`src/rtl/alu_result_serializer.sv`:
```
// Serializes ALU result/status words into framed bit streams (start, status, result, odd parity, stop).
// A one-word holding register lets the ALU post the next word while the current frame is shifting out.
module alu_result_serializer #(
  parameter int M            = 32,
  parameter int CLKS_PER_BIT = 4
) (
  input  logic         clk,
  input  logic         i_reset,
  input  logic         i_valid,
  input  logic [M-1:0] i_result,
  input  logic [3:0]   i_status,
  output logic         o_ready,
  output logic         o_sout,
  output logic         o_busy,
  output logic         o_frame_done
);

  localparam int BW = (CLKS_PER_BIT > 1) ? $clog2(CLKS_PER_BIT) : 1;
  localparam int CW = $clog2(M + 4);
  localparam logic [BW-1:0] BAUD_LAST = BW'(CLKS_PER_BIT - 1);
  localparam logic [CW-1:0] BIT_LAST  = CW'(M + 3);

  typedef enum logic [2:0] {IDLE, START, DATA, PARITY, STOP} state_t;

  state_t        state, state_n;
  logic [M+3:0]  hold_data;
  logic          hold_par;
  logic          hold_full;
  logic [M+3:0]  shift_reg, shift_n;
  logic          par_reg, par_n;
  logic [BW-1:0] baud_cnt, baud_n;
  logic [CW-1:0] bit_cnt, bit_n;
  logic          sout_n, done_n, busy_n;
  logic          load, accept, bit_end;

  // Accept and transfer are mutually exclusive: accept needs hold empty, transfer needs it full.
  assign accept  = i_valid && !hold_full;
  assign o_ready = !hold_full;
  assign bit_end = (baud_cnt == BAUD_LAST);

  always_ff @(posedge clk or posedge i_reset) begin
    if (i_reset) begin
      hold_data <= '0;
      hold_par  <= 1'b0;
      hold_full <= 1'b0;
    end else if (accept) begin
      hold_data <= {i_result, i_status};
      hold_par  <= ~^{i_status, i_result};
      hold_full <= 1'b1;
    end else if (load) begin
      hold_full <= 1'b0;
    end
  end

  always_ff @(posedge clk or posedge i_reset) begin
    if (i_reset) begin
      state        <= IDLE;
      shift_reg    <= '0;
      par_reg      <= 1'b0;
      baud_cnt     <= '0;
      bit_cnt      <= '0;
      o_sout       <= 1'b1;
      o_busy       <= 1'b0;
      o_frame_done <= 1'b0;
    end else begin
      state        <= state_n;
      shift_reg    <= shift_n;
      par_reg      <= par_n;
      baud_cnt     <= baud_n;
      bit_cnt      <= bit_n;
      o_sout       <= sout_n;
      o_busy       <= busy_n;
      o_frame_done <= done_n;
    end
  end

  // The line value is computed one cycle ahead so o_sout comes straight from a flop.
  always_comb begin
    state_n = state;
    shift_n = shift_reg;
    par_n   = par_reg;
    baud_n  = baud_cnt;
    bit_n   = bit_cnt;
    sout_n  = o_sout;
    done_n  = 1'b0;
    load    = 1'b0;
    case (state)
      IDLE: begin
        if (hold_full) begin
          state_n = START;
          load    = 1'b1;
          shift_n = hold_data;
          par_n   = hold_par;
          baud_n  = '0;
          sout_n  = 1'b0;
        end
      end
      START: begin
        if (bit_end) begin
          state_n = DATA;
          baud_n  = '0;
          bit_n   = '0;
          sout_n  = shift_reg[0];
        end else begin
          baud_n = baud_cnt + 1'b1;
        end
      end
      DATA: begin
        if (bit_end) begin
          baud_n = '0;
          if (bit_cnt == BIT_LAST) begin
            state_n = PARITY;
            bit_n   = '0;
            sout_n  = par_reg;
          end else begin
            bit_n   = bit_cnt + 1'b1;
            shift_n = shift_reg >> 1;
            sout_n  = shift_reg[1];
          end
        end else begin
          baud_n = baud_cnt + 1'b1;
        end
      end
      PARITY: begin
        if (bit_end) begin
          state_n = STOP;
          baud_n  = '0;
          sout_n  = 1'b1;
        end else begin
          baud_n = baud_cnt + 1'b1;
        end
      end
      STOP: begin
        if (bit_end) begin
          baud_n = '0;
          done_n = 1'b1;
          // A waiting word starts immediately, with no idle bit between frames.
          if (hold_full) begin
            state_n = START;
            load    = 1'b1;
            shift_n = hold_data;
            par_n   = hold_par;
            sout_n  = 1'b0;
          end else begin
            state_n = IDLE;
            sout_n  = 1'b1;
          end
        end else begin
          baud_n = baud_cnt + 1'b1;
        end
      end
      default: begin
        state_n = IDLE;
        sout_n  = 1'b1;
      end
    endcase
    busy_n = (state_n != IDLE);
  end

endmodule

```
`config.mk`:
```
export PLATFORM = sky130hd
export DESIGN_NAME = alu_result_serializer
export DESIGN_NICKNAME = d
export VERILOG_FILES = /design/src/rtl/alu_result_serializer.sv
export SDC_FILE = /design/constraint.sdc
export NUM_CORES = 1
export LEC_CHECK = 0
export CORE_MARGIN = 3
export CORE_UTILIZATION = 50
export DETAILED_ROUTE_END_ITERATION = 8
export PLACE_DENSITY = 0.72
export SETUP_SLACK_MARGIN = 0.3
export SLEW_MARGIN = 20
export SYNTH_ARGS = -nofsm -noshare
export SYNTH_HDL_FRONTEND = slang
export SYNTH_SLANG_ARGS = --single-unit
```
`constraint.sdc`:
```
create_clock -name clk -period 4 [get_ports clk]
set_clock_uncertainty 0.1 [all_clocks]
set_input_delay 0.8 -clock clk [delete_from_list [all_inputs] [get_ports clk]]
set_output_delay 0.8 -clock clk [all_outputs]
set_load 0.01 [all_outputs]
```
-- Yosys cells after proc, flatten, opt, wreduce, memory -nomap -nowiden
Cells that the tools add are included.
- register bits: 89
- input bits: 39
- output and inout bits: 4
- $add $sub $neg: 2
- eq/ne operators: 12
- multiplexer cells: 38
- reduce and logical (&&, ||, !) cells: 16
- operators with widths (operator ; number):
    two-way mux 36 bit ; 4
    one-hot mux 36 bit (3 select lines) ; 1
    XNOR reduction 36 bit ; 1
    two-way mux 3 bit ; 6
    two-way mux 6 bit ; 3
    two-way mux 1 bit ; 16
    one-hot mux 3 bit (5 select lines) ; 1
    != test 2 bit, second input constant ; 6
    one-hot mux 6 bit (2 select lines) ; 1
    nonzero test 2 bit ; 4
    adder 6 x 1 -> 6 bit, second input constant ; 1
    == test 3 x 2 -> 1 bit, second input constant ; 2
    == test 6 bit, second input constant ; 1
    nonzero test 3 bit ; 2
    one-hot mux 1 bit (5 select lines) ; 1
    AND reduction 5 bit ; 1
    two-way mux 2 bit ; 2
    one-hot mux 1 bit (2 select lines) ; 2
    one-hot mux 2 bit (2 select lines) ; 1
    AND reduction 2 bit ; 2
    AND reduction 4 bit ; 1
    OR reduction 4 bit ; 1
    == test 3 x 1 -> 1 bit, second input constant ; 1
    == test 3 bit, second input constant ; 1
    6 further kinds ; 6

-- Longest topological paths before layout
Gate-level depths: netlist of run 1.
- word-level depth: 5
- depth in mapped cells: 8
- mapped depth without buffers: 7

-- Least setup slack after synthesis of run 1
No wires, ideal clock.
- path type: input to register
- start point: in i_result[18]
- end point: reg hold_par
- library setup time: 0.125 ns
- arrival time: 2.016 ns
- slack: 1.759 ns
- cell stages on the path: 6
- path buffers: 0
- path through: xnor2_1 > xnor2_1 > xnor2_1 > xnor3_1 > xnor2_1 > mux2_4
- cells in the longest elaborated chain, start to end: 1
- ends and longest elaborated chain (what ; line ; text):
    start: declaration ; 10 ; input logic [M-1:0] i_result,
    XNOR reduction 36 bit ; 48 ; hold_par <= ~^{i_status, i_result};
    end signal: assignment ; 48 ;
    end: declaration ; 27 ; logic hold_par;
No other way between the ends.
A chain may end at the register's enable or synchronous reset.

-- Worst setup path after layout of run 1
- start point: reg bit_cnt[0]
- end point: reg shift_reg[32]
- cells in the longest elaborated chain, start to end: 3
- ends and longest elaborated chain (what ; line ; text):
    start: declaration ; 32 ; logic [CW-1:0] bit_cnt, bit_n;
    start signal: assignment ; 70 ; bit_cnt <= bit_n;
    == test 6 bit ; 111 ; if (bit_cnt == BIT_LAST) begin
    != test 2 bit (no line) ; n/a ;
    AND reduction 4 bit (no line) ; n/a ;
    end signal: assignment ; 67 ; shift_reg <= shift_n;
    end: declaration ; 29 ; logic [M+3:0] shift_reg, shift_n;
No other way between the ends.

==> metrics.txt, run 1 <==
# TYPE chip_impl_metric gauge
chip_impl_metric{name="boundaryPins",unit=""} 43
chip_impl_info{name="tritoncts_clock_tree",value="yes"} 1
chip_impl_info{name="worstPathCellList",value="ha_1 -> nor4b_1 -> nand2_1 -> nand4_1 -> a21oi_4 -> buf_12 -> nor2_1 -> a21oi_1"} 1
chip_impl_metric{name="share_of_the_clock_period_used_by_the_worst_path",unit="%"} 62.9
chip_impl_metric{name="power.density",unit="nW/µm²"} 715
chip_impl_info{name="setup.worst_path.start_class",value="flop"} 1
chip_impl_metric{name="synthXorXnorAreaFrac",unit="%"} 8.31
chip_impl_metric{name="hold_viol_final",unit=""} 0
chip_impl_metric{name="clk_latency",unit="ns"} 0.35
chip_impl_metric{name="drt-initial-drc-count",unit=""} 109
chip_impl_metric{name="synth_top_area_share",unit="%"} 52.8
chip_impl_metric{name="die_w",unit="µm"} 97.3
chip_impl_metric{name="p_leak",unit="µW"} 0.00193
chip_impl_metric{name="remaining_global_route_overflow",unit=""} 0
chip_impl_metric{name="fin_nets",unit=""} 442
chip_impl_metric{name="timing.setup.tns",unit="ns"} 0
chip_impl_info{name="layout.cells.most_common_list",value="88 x sky130_fd_sc_hd__dfrtp_1, 45 x sky130_fd_sc_hd__nor2_1, 42 x sky130_fd_sc_hd__clkdlybuf4s50_1, 39 x sky130_fd_sc_hd__a21oi_1, 38 x sky130_fd_sc_hd__mux2_2"} 1
chip_impl_metric{name="drc",unit=""} 0
chip_impl_metric{name="slew_headroom",unit="%"} 48.9
chip_impl_metric{name="cts.sink_count",unit=""} 89
chip_impl_info{name="most_common_cell_after_layout_fill_and_taps_aside",value="sky130_fd_sc_hd__dfrtp_1"} 1
chip_impl_info{name="dominant_combinational_cell_family_by_area_after_synthesis",value="multiplexers"} 1
chip_impl_metric{name="cts_hold_buffers",unit=""} 0
chip_impl_metric{name="netlist_area",unit="µm²"} 4170
chip_impl_info{name="outcome",value="complete, no violations"} 1
chip_impl_info{name="synth_top_flop_cell",value="sky130_fd_sc_hd__dfrtp_1"} 1
chip_impl_metric{name="vdd_ir_drop_max",unit="mV"} 0.315
chip_impl_metric{name="grt_start_max_net_pins",unit=""} 51
chip_impl_metric{name="achievable-frequency",unit="GHz"} 0.398
chip_impl_metric{name="postSynthCellCount",unit=""} 363
chip_impl_metric{name="ys_ff_latch",unit=""} 89
chip_impl_info{name="rsz0062_at_grt",value="no"} 1
chip_impl_metric{name="drt_wl_total",unit="µm"} 7300
chip_impl_metric{name="timing.critical_path.required",unit="ns"} 4.17
chip_impl_metric{name="layout.core_utilization",unit="%"} 61.7
chip_impl_metric{name="clkTransAtPathRegs",unit="ns"} 0.08
chip_impl_metric{name="start_util",unit="%"} 52.6
chip_impl_metric{name="drtPass1Iterations",unit=""} 4
chip_impl_info{name="worst_setup_path_end_kind",value="flop"} 1
chip_impl_metric{name="core_region_area",unit="µm²"} 7930
chip_impl_metric{name="cts_repair_resize_count",unit=""} 0
chip_impl_metric{name="n_antenna_cell",unit=""} 0
chip_impl_metric{name="post_synth_edffs",unit=""} 0
chip_impl_info{name="worstSetupPathType",value="flop to flop"} 1
chip_impl_metric{name="gpl.final_weighted_congestion",unit=""} 0.785
chip_impl_metric{name="first_global_vias",unit=""} 2741
chip_impl_metric{name="worst_path_largest_cell_delay",unit="ns"} 0.67
chip_impl_metric{name="post_synth.cell_area_avg",unit="µm²"} 11.5
chip_impl_metric{name="dp_worst_setup_slack",unit="ns"} 1.12
chip_impl_metric{name="cp_max_fo",unit=""} 42
chip_impl_metric{name="clock_path_buffers",unit=""} 2
chip_impl_metric{name="detailedPlacementHpwl",unit="µm"} 5020
chip_impl_metric{name="yosys.area_share.adder",unit="%"} 0.600
chip_impl_info{name="clock-root-buffer",value="sky130_fd_sc_hd__clkbuf_8"} 1
chip_impl_metric{name="report.final.slew_viol_count",unit=""} 0
chip_impl_info{name="path_delay_family",value="compound AO/OA/AOI/OAI gates"} 1
chip_impl_metric{name="global_route_wire_length_before_repair",unit="µm"} 12800
chip_impl_metric{name="cts_made_buffers",unit=""} 9
chip_impl_metric{name="placement.io_buffers",unit=""} 42
chip_impl_metric{name="fp.dieH",unit="µm"} 97.3
chip_impl_metric{name="worstPathArrival",unit="ns"} 2.68
chip_impl_metric{name="synth_async_sr_flop_share",unit="%"} 100
chip_impl_metric{name="ys_seq_area_share",unit="%"} 53.4
chip_impl_metric{name="post-route-worst-setup-slack",unit="ns"} 1.48
chip_impl_metric{name="drive_gt1_share",unit="%"} 16.3
chip_impl_metric{name="area.growth.synth_to_final",unit="%"} 17.2
chip_impl_info{name="cp_slowest_cell",value="sky130_fd_sc_hd__a21oi_4"} 1
chip_impl_metric{name="die_area",unit="µm²"} 9480
chip_impl_metric{name="timing.max_cap.violations",unit=""} 0
chip_impl_metric{name="post_synthesis_cell_type_count",unit=""} 41
chip_impl_info{name="cell_taking_the_most_area_after_synthesis",value="sky130_fd_sc_hd__dfrtp_1"} 1
chip_impl_metric{name="route.vias.total",unit=""} 2720
chip_impl_metric{name="postSynthNetCount",unit=""} 404
chip_impl_metric{name="setup_viol",unit=""} 0
chip_impl_metric{name="post_synthesis_compound_gate_area_fraction",unit="%"} 8.22
chip_impl_metric{name="ys.warnings.count",unit=""} 0
chip_impl_metric{name="grt_util_all_layers",unit="%"} 16.4
chip_impl_metric{name="number_of_antenna_violations_at_the_first_check_in_global_routing",unit=""} 0
chip_impl_metric{name="vias_per_cell",unit=""} 5.35
chip_impl_info{name="worstHoldPathType",value="flop to flop"} 1
chip_impl_metric{name="route.detailed.wl_per_inst",unit="µm"} 14.4
chip_impl_metric{name="post_cts.repair.setup_buffers",unit=""} 0
chip_impl_metric{name="post-route-min-period",unit="ns"} 2.52
chip_impl_metric{name="max_slew.worst_pin.slew",unit="ns"} 0.765
chip_impl_metric{name="share_of_cell_area_taken_by_muxes_after_synthesis",unit="%"} 19.0
chip_impl_metric{name="critical_path_buf_inv_count",unit=""} 1
chip_impl_metric{name="ant_nets",unit=""} 0
chip_impl_info{name="post_synth_main_area_contributors",value="sky130_fd_sc_hd__dfrtp_1 53%, sky130_fd_sc_hd__mux2_2 10%, sky130_fd_sc_hd__mux2i_1 8.4%"} 1
chip_impl_metric{name="ctsHtreeMaxLevel",unit=""} 3
chip_impl_metric{name="reg2reg_slack",unit="ns"} 1.48
chip_impl_metric{name="placementRows",unit=""} 32
chip_impl_metric{name="synth_simple_gate_area_share",unit="%"} 8.04
kinds of logic (layout without fill, tap and decap cells):
group | Yosys count | in the layout
AO/OA/AOI/OAI | 61 | 61
XOR/XNOR | 38 | 38
buffers and inverters | 24 | 67
flip-flops | 89 | 89
AND/OR/NAND/NOR | 75 | 75
multiplexers | 74 | 74
adder cells (fa/ha/maj) | 2 | 2
path summary, 6_finish.rpt:
kind / startpoint / endpoint / cells after the start
max in group asynchronous: i_reset / o_sout / 3
min in group asynchronous: i_reset / hold_data[10] / 2
worst max register to register: bit_cnt[0] / shift_reg[32] / 8
worst min register to register: baud_cnt[0] / baud_cnt[0] / 1
worst max-delay path: bit_cnt[0] / shift_reg[32] / 8
worst min-delay path: baud_cnt[0] / baud_cnt[0] / 1
stage by stage:
stage / total power (µW) / cell area, µm² / hold WS (ns) / cells
after floorplan: 2640 / 4170 / 0.354 / 363
after global placement: 2920 / 4720 / 0.376 / 492
after detailed placement: 2990 / 4720 / 0.383 / 492
after CTS: 3540 / 4890 / 0.395 / 508
after global routing: 3790 / 4890 / 0.431 / 508
final: 3500 / 4890 / 0.390 / 508
layout make-up:
type                       instances  area, µm²
sequential                        89       2230
inverter                           4       16.3
timing repair buffer              47        483
clock buffer                      10        128
clock inverter                     6       42.5
fill                             650       3040
tap                              102        128
multi-input combinational        250       1860
cells in the mapped netlist, drive strengths merged, types with 4 or more instances:
cell type and number:
mux2 39, mux2i 35, inv 4, a21oi 40, nor2 45, nand3 5
nand2 10, xnor2 30, dfrtp 88, o21ai 10, buf 9, xor2 7
clkbuf 11
per-layer routing:
metal,global-route usage (%),vias to the layer above,part of all wire [%]
met2,26.5,37,48
met3,3.45,9,3.4
met4,5.43,0,1.3
met1,22.2,1343,47
li1,-,1331,-
met5,0,-,0
worst register-to-register path, stage by stage (launching register included):
cell	delay [ns]
sky130_fd_sc_hd__dfrtp_1	0.42
sky130_fd_sc_hd__ha_1	0.25
sky130_fd_sc_hd__nor4b_1	0.18
sky130_fd_sc_hd__nand2_1	0.16
sky130_fd_sc_hd__nand4_1	0.17
sky130_fd_sc_hd__a21oi_4	0.67
sky130_fd_sc_hd__buf_12	0.30
sky130_fd_sc_hd__nor2_1	0.07
sky130_fd_sc_hd__a21oi_1	0.12
power breakdown:
part / leakage [µW] / internal [µW] / switching [µW]
combinational: 0.000811 / 708 / 646
sequential: 0.00103 / 1330 / 267
clock: 0.0000831 / 228 / 316
total: 0.00193 / 2270 / 1230
No activity file was read; power rests on OpenSTA's default activity.
==> run 2: changes to the inputs <==
clock period = 2.5 ns   (was 4 ns; I/O delays follow)
==> run 2 against run 1 <==
  * First-iteration DRC count shrank 25%
  * Critical path depth shrank 1
  * Sequential power grew 59%
  * Routed wire length grew 6.9%
  * Highest routed layer unchanged
  * Combinational power grew 71%
  * Hold slack lost 0.045 ns
  * Cell count grew 0.79%
  * Critical endpoint is now hold_par
  * Clock power grew 54%
==> metrics.txt, run 2 (same netlist as run 1, synthesis figures left out) <==
# TYPE chip_impl_metric gauge
chip_impl_metric{name="drtPass1Iterations",unit=""} 4
chip_impl_info{name="most_common_cell_after_layout_fill_and_taps_aside",value="sky130_fd_sc_hd__dfrtp_1"} 1
chip_impl_metric{name="post-route-worst-setup-slack",unit="ns"} 0.369
chip_impl_metric{name="core_region_area",unit="µm²"} 7930
chip_impl_metric{name="drc",unit=""} 0
chip_impl_info{name="setup.worst_path.start_class",value="input pin"} 1
chip_impl_info{name="rsz0062_at_grt",value="no"} 1
chip_impl_metric{name="placementRows",unit=""} 32
chip_impl_metric{name="boundaryPins",unit=""} 43
chip_impl_info{name="outcome",value="complete, no violations"} 1
chip_impl_metric{name="power.density",unit="nW/µm²"} 1130
chip_impl_metric{name="timing.max_cap.violations",unit=""} 0
chip_impl_info{name="worst_path_most_repeated_cell",value="sky130_fd_sc_hd__xnor2_1"} 1
chip_impl_metric{name="number_of_antenna_violations_at_the_first_check_in_global_routing",unit=""} 0
chip_impl_metric{name="area.growth.synth_to_final",unit="%"} 20.9
chip_impl_metric{name="ant_nets",unit=""} 0
chip_impl_info{name="worst_setup_path_end_kind",value="flop"} 1
chip_impl_metric{name="route.detailed.wl_per_inst",unit="µm"} 15.3
chip_impl_metric{name="cp_max_fo",unit=""} 2
chip_impl_metric{name="hold_viol_final",unit=""} 0
chip_impl_info{name="cp_slowest_cell",value="sky130_fd_sc_hd__clkdlybuf4s50_1"} 1
chip_impl_metric{name="worst_path_largest_cell_delay",unit="ns"} 0.46
chip_impl_metric{name="drt_wl_total",unit="µm"} 7810
chip_impl_metric{name="vdd_ir_drop_max",unit="mV"} 0.503
chip_impl_metric{name="global_route_wire_length_before_repair",unit="µm"} 13400
chip_impl_info{name="worstPathCellList",value="clkdlybuf4s50_1 -> xor2_2 -> xnor2_1 -> xnor2_1 -> xnor3_1 -> xnor2_1 -> mux2_4"} 1
chip_impl_metric{name="use_met1",unit="%"} 22.7
chip_impl_metric{name="die_w",unit="µm"} 97.3
chip_impl_metric{name="setup_viol",unit=""} 0
chip_impl_metric{name="detailedPlacementHpwl",unit="µm"} 5200
chip_impl_metric{name="first_global_vias",unit=""} 2868
chip_impl_metric{name="grt_use_met3",unit="%"} 4.52
chip_impl_metric{name="ctsHtreeMaxLevel",unit=""} 3
chip_impl_metric{name="max_slew.worst_pin.slew",unit="ns"} 0.472
chip_impl_metric{name="die_area",unit="µm²"} 9480
chip_impl_metric{name="instances_no_fill",unit=""} 512
chip_impl_metric{name="drt-initial-drc-count",unit=""} 82
chip_impl_info{name="layout.cells.most_common_list",value="88 x sky130_fd_sc_hd__dfrtp_1, 45 x sky130_fd_sc_hd__nor2_1, 39 x sky130_fd_sc_hd__a21oi_1, 38 x sky130_fd_sc_hd__mux2_2, 35 x sky130_fd_sc_hd__mux2i_1"} 1
chip_impl_metric{name="num-fill-cells",unit=""} 630
chip_impl_metric{name="placement.io_buffers",unit=""} 42
chip_impl_metric{name="cts_made_buffers",unit=""} 9
chip_impl_metric{name="timing.critical_path.required",unit="ns"} 2.63
chip_impl_metric{name="post-route-min-period",unit="ns"} 2.13
chip_impl_metric{name="worstPathArrival",unit="ns"} 2.26
chip_impl_metric{name="achievable-frequency",unit="GHz"} 0.469
chip_impl_metric{name="n_antenna_cell",unit=""} 0
chip_impl_metric{name="fin_nets",unit=""} 446
chip_impl_metric{name="p_leak",unit="µW"} 0.00208
chip_impl_metric{name="clk_latency",unit="ns"} 0.35
chip_impl_metric{name="remaining_global_route_overflow",unit=""} 0
chip_impl_info{name="clock-root-buffer",value="sky130_fd_sc_hd__clkbuf_8"} 1
chip_impl_metric{name="placed_cells",unit=""} 495
chip_impl_info{name="worstSetupPathType",value="input pin to flop"} 1
chip_impl_metric{name="grt_start_max_net_pins",unit=""} 90
chip_impl_metric{name="cts_hold_buffers",unit=""} 0
chip_impl_metric{name="gpl.final_weighted_congestion",unit=""} 0.743
chip_impl_metric{name="start_util",unit="%"} 52.6
chip_impl_metric{name="clock_path_buffers",unit=""} 2
chip_impl_metric{name="route.vias.total",unit=""} 2760
chip_impl_metric{name="fp.dieH",unit="µm"} 97.3
chip_impl_metric{name="design_power_total",unit="µW"} 5680
chip_impl_metric{name="slew_headroom",unit="%"} 68.5
chip_impl_metric{name="share_of_the_clock_period_used_by_the_worst_path",unit="%"} 85.2
chip_impl_info{name="worstHoldPathType",value="input pin to flop"} 1
chip_impl_metric{name="report.final.slew_viol_count",unit=""} 0
chip_impl_metric{name="drive_gt1_share",unit="%"} 19.3
chip_impl_metric{name="cts.sink_count",unit=""} 89
chip_impl_metric{name="grt.met2_usage",unit="%"} 28.5
chip_impl_info{name="tritoncts_clock_tree",value="yes"} 1
chip_impl_metric{name="clkTransAtPathRegs",unit="ns"} 0.08
chip_impl_metric{name="vias_per_cell",unit=""} 5.39
chip_impl_metric{name="dp_worst_setup_slack",unit="ns"} -0.0794
chip_impl_info{name="grt_most_used_layer",value="met2"} 1
chip_impl_metric{name="grt_util_all_layers",unit="%"} 17.2
==> run 2: routing by layer <==
| layer | share of wire, % | vias to the layer above | routed length, µm |
|---|---|---|---|
| met4 | 0.42 | 0 | 33 |
| met5 | 0 | - | 0 |
| met3 | 3.4 | 2 | 267 |
| li1 | - | 1344 | - |
| met2 | 50 | 44 | 3920 |
| met1 | 46 | 1370 | 3590 |
==> run 2: through the flow <==
| stage | util, % | cell area, µm² | TNS (ns) | hold WS (ns) |
|---|---|---|---|---|
| 3_3_place_gp | 60.2 | 4770 | -0.0318 | 0.382 |
| 5_1_grt | 63.6 | 5040 | 0 | 0.347 |
| 2_1_floorplan | - | 4180 | 0 | 0.354 |
| 4_1_cts | 62.3 | 4940 | 0 | 0.413 |
| 3_5_place_dp | 60.2 | 4770 | -0.0794 | 0.395 |
| 6_report | 63.6 | 5040 | 0 | 0.345 |
==> run 2: final cells by class <==
class / count / area (µm²) / area share [%]
flip-flops and latches: 89 / 2230 / 44.2
multi-input cells: 250 / 1950 / 38.7
repair buffers: 51 / 561 / 11.1
clock buffers: 13 / 139 / 2.75
well taps: 102 / 128 / 2.53
inverters: 4 / 18.8 / 0.372
clock inverters: 3 / 17.5 / 0.347
==> run 2: path summary, 6_finish.rpt <==
kind                             start            end  slack (ns)  cells past startpoint
setup / recovery           i_result[4]       hold_par        0.37                      7
hold / removal             i_status[3]   hold_data[3]        0.35                      2
setup reg to reg            bit_cnt[0]  shift_reg[20]        0.45                      8
hold reg to reg            baud_cnt[0]    baud_cnt[0]        0.41                      1
max in group asynchronous      i_reset  hold_data[35]        1.39                      3
min in group asynchronous      i_reset       state[1]        0.53                      3
==> run 2: worst max-delay path, delay by kind of cell <==
family    cells  cell delay, ns
buf+inv       1            0.46
xor+xnor      5            1.06
mux           1            0.25
==> run 2: power by group <==
group          switching, µW  total, µW  internal (µW)
combinational           1100       2310           1200
sequential               408       2540           2130
clock                    476        836            360
==> run 2: what timing repair did <==
item                                    CTS  global route
endpoints found under the setup margin   29            39
setup buffers                             1             0
resized for setup                         1            20
pin swaps                                 1            10
==> run 3: changes to the inputs <==
CELL_PAD_IN_SITES_DETAIL_PLACEMENT = 1   (was unset)
CELL_PAD_IN_SITES_GLOBAL_PLACEMENT = 2   (was unset)
CORE_UTILIZATION = 38   (was 50)
PLACE_DENSITY = unset   (was 0.72)
PLACE_DENSITY_LB_ADDON = 0.1   (was unset)
==> run 3 against run 2 <==
  * Final area increased by 4.1%
  * Critical endpoint unchanged
  * Die area increased by 30%
  * Sequential share of layout area decreased by 1.7 points
  * Worst setup slack got worse by 0.0075 ns
  * Routed wire length increased by 24%
  * Utilization decreased by 14 points
  * First-iteration DRC count decreased by 33%
==> metrics.txt, run 3 (same netlist as run 1, synthesis figures left out) <==
# TYPE chip_impl_metric gauge
chip_impl_metric{name="grt.met2_usage",unit="%"} 23.8
chip_impl_metric{name="route.vias.total",unit=""} 2867
chip_impl_metric{name="worstPathArrival",unit="ns"} 2.30
chip_impl_info{name="clock-root-buffer",value="sky130_fd_sc_hd__clkbuf_8"} 1
chip_impl_metric{name="num-fill-cells",unit=""} 1115
chip_impl_metric{name="grt_use_met3",unit="%"} 5.08
chip_impl_info{name="rsz0062_at_grt",value="no"} 1
chip_impl_metric{name="detailedPlacementHpwl",unit="µm"} 5780
chip_impl_metric{name="route.detailed.wl_per_inst",unit="µm"} 17.6
chip_impl_metric{name="p_leak",unit="µW"} 0.00213
chip_impl_info{name="worstHoldPathType",value="input pin to async pin"} 1
chip_impl_metric{name="max_slew.worst_pin.slew",unit="ns"} 0.490
chip_impl_metric{name="first_global_vias",unit=""} 2997
chip_impl_info{name="setup.worst_path.start_class",value="input pin"} 1
chip_impl_metric{name="ant_nets",unit=""} 0
chip_impl_info{name="grt_most_used_layer",value="met2"} 1
chip_impl_metric{name="achievable-frequency",unit="GHz"} 0.468
chip_impl_metric{name="cts.sink_count",unit=""} 89
chip_impl_info{name="outcome",value="complete, no violations"} 1
chip_impl_metric{name="vias_per_cell",unit=""} 5.22
chip_impl_info{name="worstSetupPathType",value="input pin to flop"} 1
chip_impl_metric{name="report.final.slew_viol_count",unit=""} 0
chip_impl_metric{name="fp.dieH",unit="µm"} 111
chip_impl_metric{name="cp_max_fo",unit=""} 2
chip_impl_metric{name="finish.instance_area",unit="µm²"} 5250
chip_impl_metric{name="remaining_global_route_overflow",unit=""} 0
chip_impl_metric{name="boundaryPins",unit=""} 43
chip_impl_metric{name="worst_path_largest_cell_delay",unit="ns"} 0.44
chip_impl_metric{name="setup_viol",unit=""} 0
chip_impl_info{name="layout.cells.most_common_list",value="88 x sky130_fd_sc_hd__dfrtp_1, 45 x sky130_fd_sc_hd__nor2_1, 39 x sky130_fd_sc_hd__a21oi_1, 38 x sky130_fd_sc_hd__mux2_2, 37 x sky130_fd_sc_hd__clkdlybuf4s50_1"} 1
chip_impl_metric{name="area.growth.synth_to_final",unit="%"} 25.9
chip_impl_metric{name="drtPass1Iterations",unit=""} 4
chip_impl_metric{name="post-route-min-period",unit="ns"} 2.14
chip_impl_metric{name="gpl.final_weighted_congestion",unit=""} 0.757
chip_impl_info{name="worst_path_most_repeated_cell",value="sky130_fd_sc_hd__xnor2_1"} 1
chip_impl_metric{name="power.density",unit="nW/µm²"} 1200
chip_impl_info{name="worstPathCellList",value="clkdlybuf4s50_1 -> xnor2_1 -> xnor2_1 -> xnor2_2 -> xnor3_1 -> xnor2_1 -> mux2_4"} 1
chip_impl_metric{name="clkTransAtPathRegs",unit="ns"} 0.09
chip_impl_metric{name="vdd_ir_drop_max",unit="mV"} 0.651
chip_impl_metric{name="use_met1",unit="%"} 20.3
chip_impl_info{name="cp_slowest_cell",value="sky130_fd_sc_hd__clkdlybuf4s50_1"} 1
chip_impl_info{name="worst_setup_path_end_kind",value="flop"} 1
chip_impl_metric{name="share_of_the_clock_period_used_by_the_worst_path",unit="%"} 85.5
chip_impl_metric{name="design_power_total",unit="µW"} 6280
chip_impl_metric{name="number_of_antenna_violations_at_the_first_check_in_global_routing",unit=""} 0
chip_impl_metric{name="placement.io_buffers",unit=""} 42
chip_impl_metric{name="drt_wl_total",unit="µm"} 9660
chip_impl_metric{name="timing.max_cap.violations",unit=""} 0
chip_impl_metric{name="grt_start_max_net_pins",unit=""} 73
chip_impl_metric{name="die_area",unit="µm²"} 12300
chip_impl_metric{name="final.hold.worst_slack",unit="ns"} 0.349
chip_impl_metric{name="n_antenna_cell",unit=""} 0
chip_impl_metric{name="cts_made_buffers",unit=""} 9
chip_impl_metric{name="drt-initial-drc-count",unit=""} 55
chip_impl_metric{name="ff_latch_area",unit="µm²"} 2230
chip_impl_info{name="most_common_cell_after_layout_fill_and_taps_aside",value="sky130_fd_sc_hd__dfrtp_1"} 1
chip_impl_metric{name="layout.core_utilization",unit="%"} 50.0
chip_impl_metric{name="hold_viol_final",unit=""} 0
chip_impl_metric{name="drive_gt1_share",unit="%"} 20.6
chip_impl_metric{name="multiInputGateArea",unit="µm²"} 1950
chip_impl_metric{name="start_util",unit="%"} 39.7
chip_impl_metric{name="clock_path_buffers",unit=""} 2
chip_impl_metric{name="global_route_wire_length_before_repair",unit="µm"} 15100
chip_impl_metric{name="grt_util_all_layers",unit="%"} 15.3
chip_impl_metric{name="timing.critical_path.required",unit="ns"} 2.66
chip_impl_metric{name="core_region_area",unit="µm²"} 10500
chip_impl_metric{name="placement.cell_area",unit="µm²"} 4800
chip_impl_metric{name="die_w",unit="µm"} 111
chip_impl_metric{name="placementRows",unit=""} 37
chip_impl_metric{name="drc",unit=""} 0
chip_impl_metric{name="clk_latency",unit="ns"} 0.37
chip_impl_metric{name="slew_headroom",unit="%"} 67.3
chip_impl_info{name="tritoncts_clock_tree",value="yes"} 1
chip_impl_metric{name="ctsHtreeMaxLevel",unit=""} 3
chip_impl_metric{name="fin_nets",unit=""} 449
[run 3: layout make-up]
class / instances / area share, %
Clock buffer: 12 / 3.14
Clock inverter: 4 / 1.41
Inverter: 4 / 0.357
Multi-Input combinational cell: 250 / 37.2
Sequential cell: 89 / 42.4
Tap cell: 136 / 3.24
Timing Repair Buffer: 54 / 12.2
[run 3: worst paths after layout]
path,startpoint,end,slack [ns],depth (start not counted)
max,i_result[2],hold_par,0.36,7
min,i_reset,shift_reg[3],0.35,2
max reg2reg,bit_cnt[0],shift_reg[15],0.47,9
min reg2reg,baud_cnt[0],baud_cnt[0],0.39,1
max in group asynchronous,i_reset,hold_data[32],1.32,3
min in group clk,i_result[3],hold_data[7],0.35,2
[run 3: power by group]
| group | switching [µW] | internal (µW) | total, µW | leakage, µW |
|---|---|---|---|---|
| clock | 522 | 645 | 1170 | 0.000123 |
| combinational | 1220 | 1320 | 2540 | 0.000971 |
| sequential | 446 | 2130 | 2580 | 0.00103 |
[run 3: per-stage QoR]
| step | cells | TNS [ns] | setup WS, ns |
|---|---|---|---|
| 2_1_floorplan | 363 | 0 | 0.559 |
| 3_3_place_gp | 527 | -0.0994 | -0.0994 |
| 3_5_place_dp | 527 | -0.139 | -0.139 |
| 4_1_cts | 543 | 0 | 0.312 |
| 5_1_grt | 549 | 0 | 0.298 |
| 6_report | 549 | 0 | 0.361 |
[run 3: metal layers]
metal  share of wire, %  vias up
met1                 46     1462
met5                  0        -
met2                 49       40
met4                1.5        0
met3                3.5       12
li1                   -     1353
[run 3: what timing repair did]
action | 4_1_cts | 5_1_grt
endpoints found under the setup margin | 1 | 39
pin swaps | 0 | 9
resized for setup | 1 | 16
cloned | 0 | 4
buffers inserted | 0 | 2
hold buffers | 0 | 0
endpoints found under the hold margin | 0 | 0
[run 3: worst max-delay path: cells and delay by family]
kind	cells	cell delay (ns)
muxes	1	0.25
buffers and inverters	1	0.44
xor gates and xnor gates	5	1.11
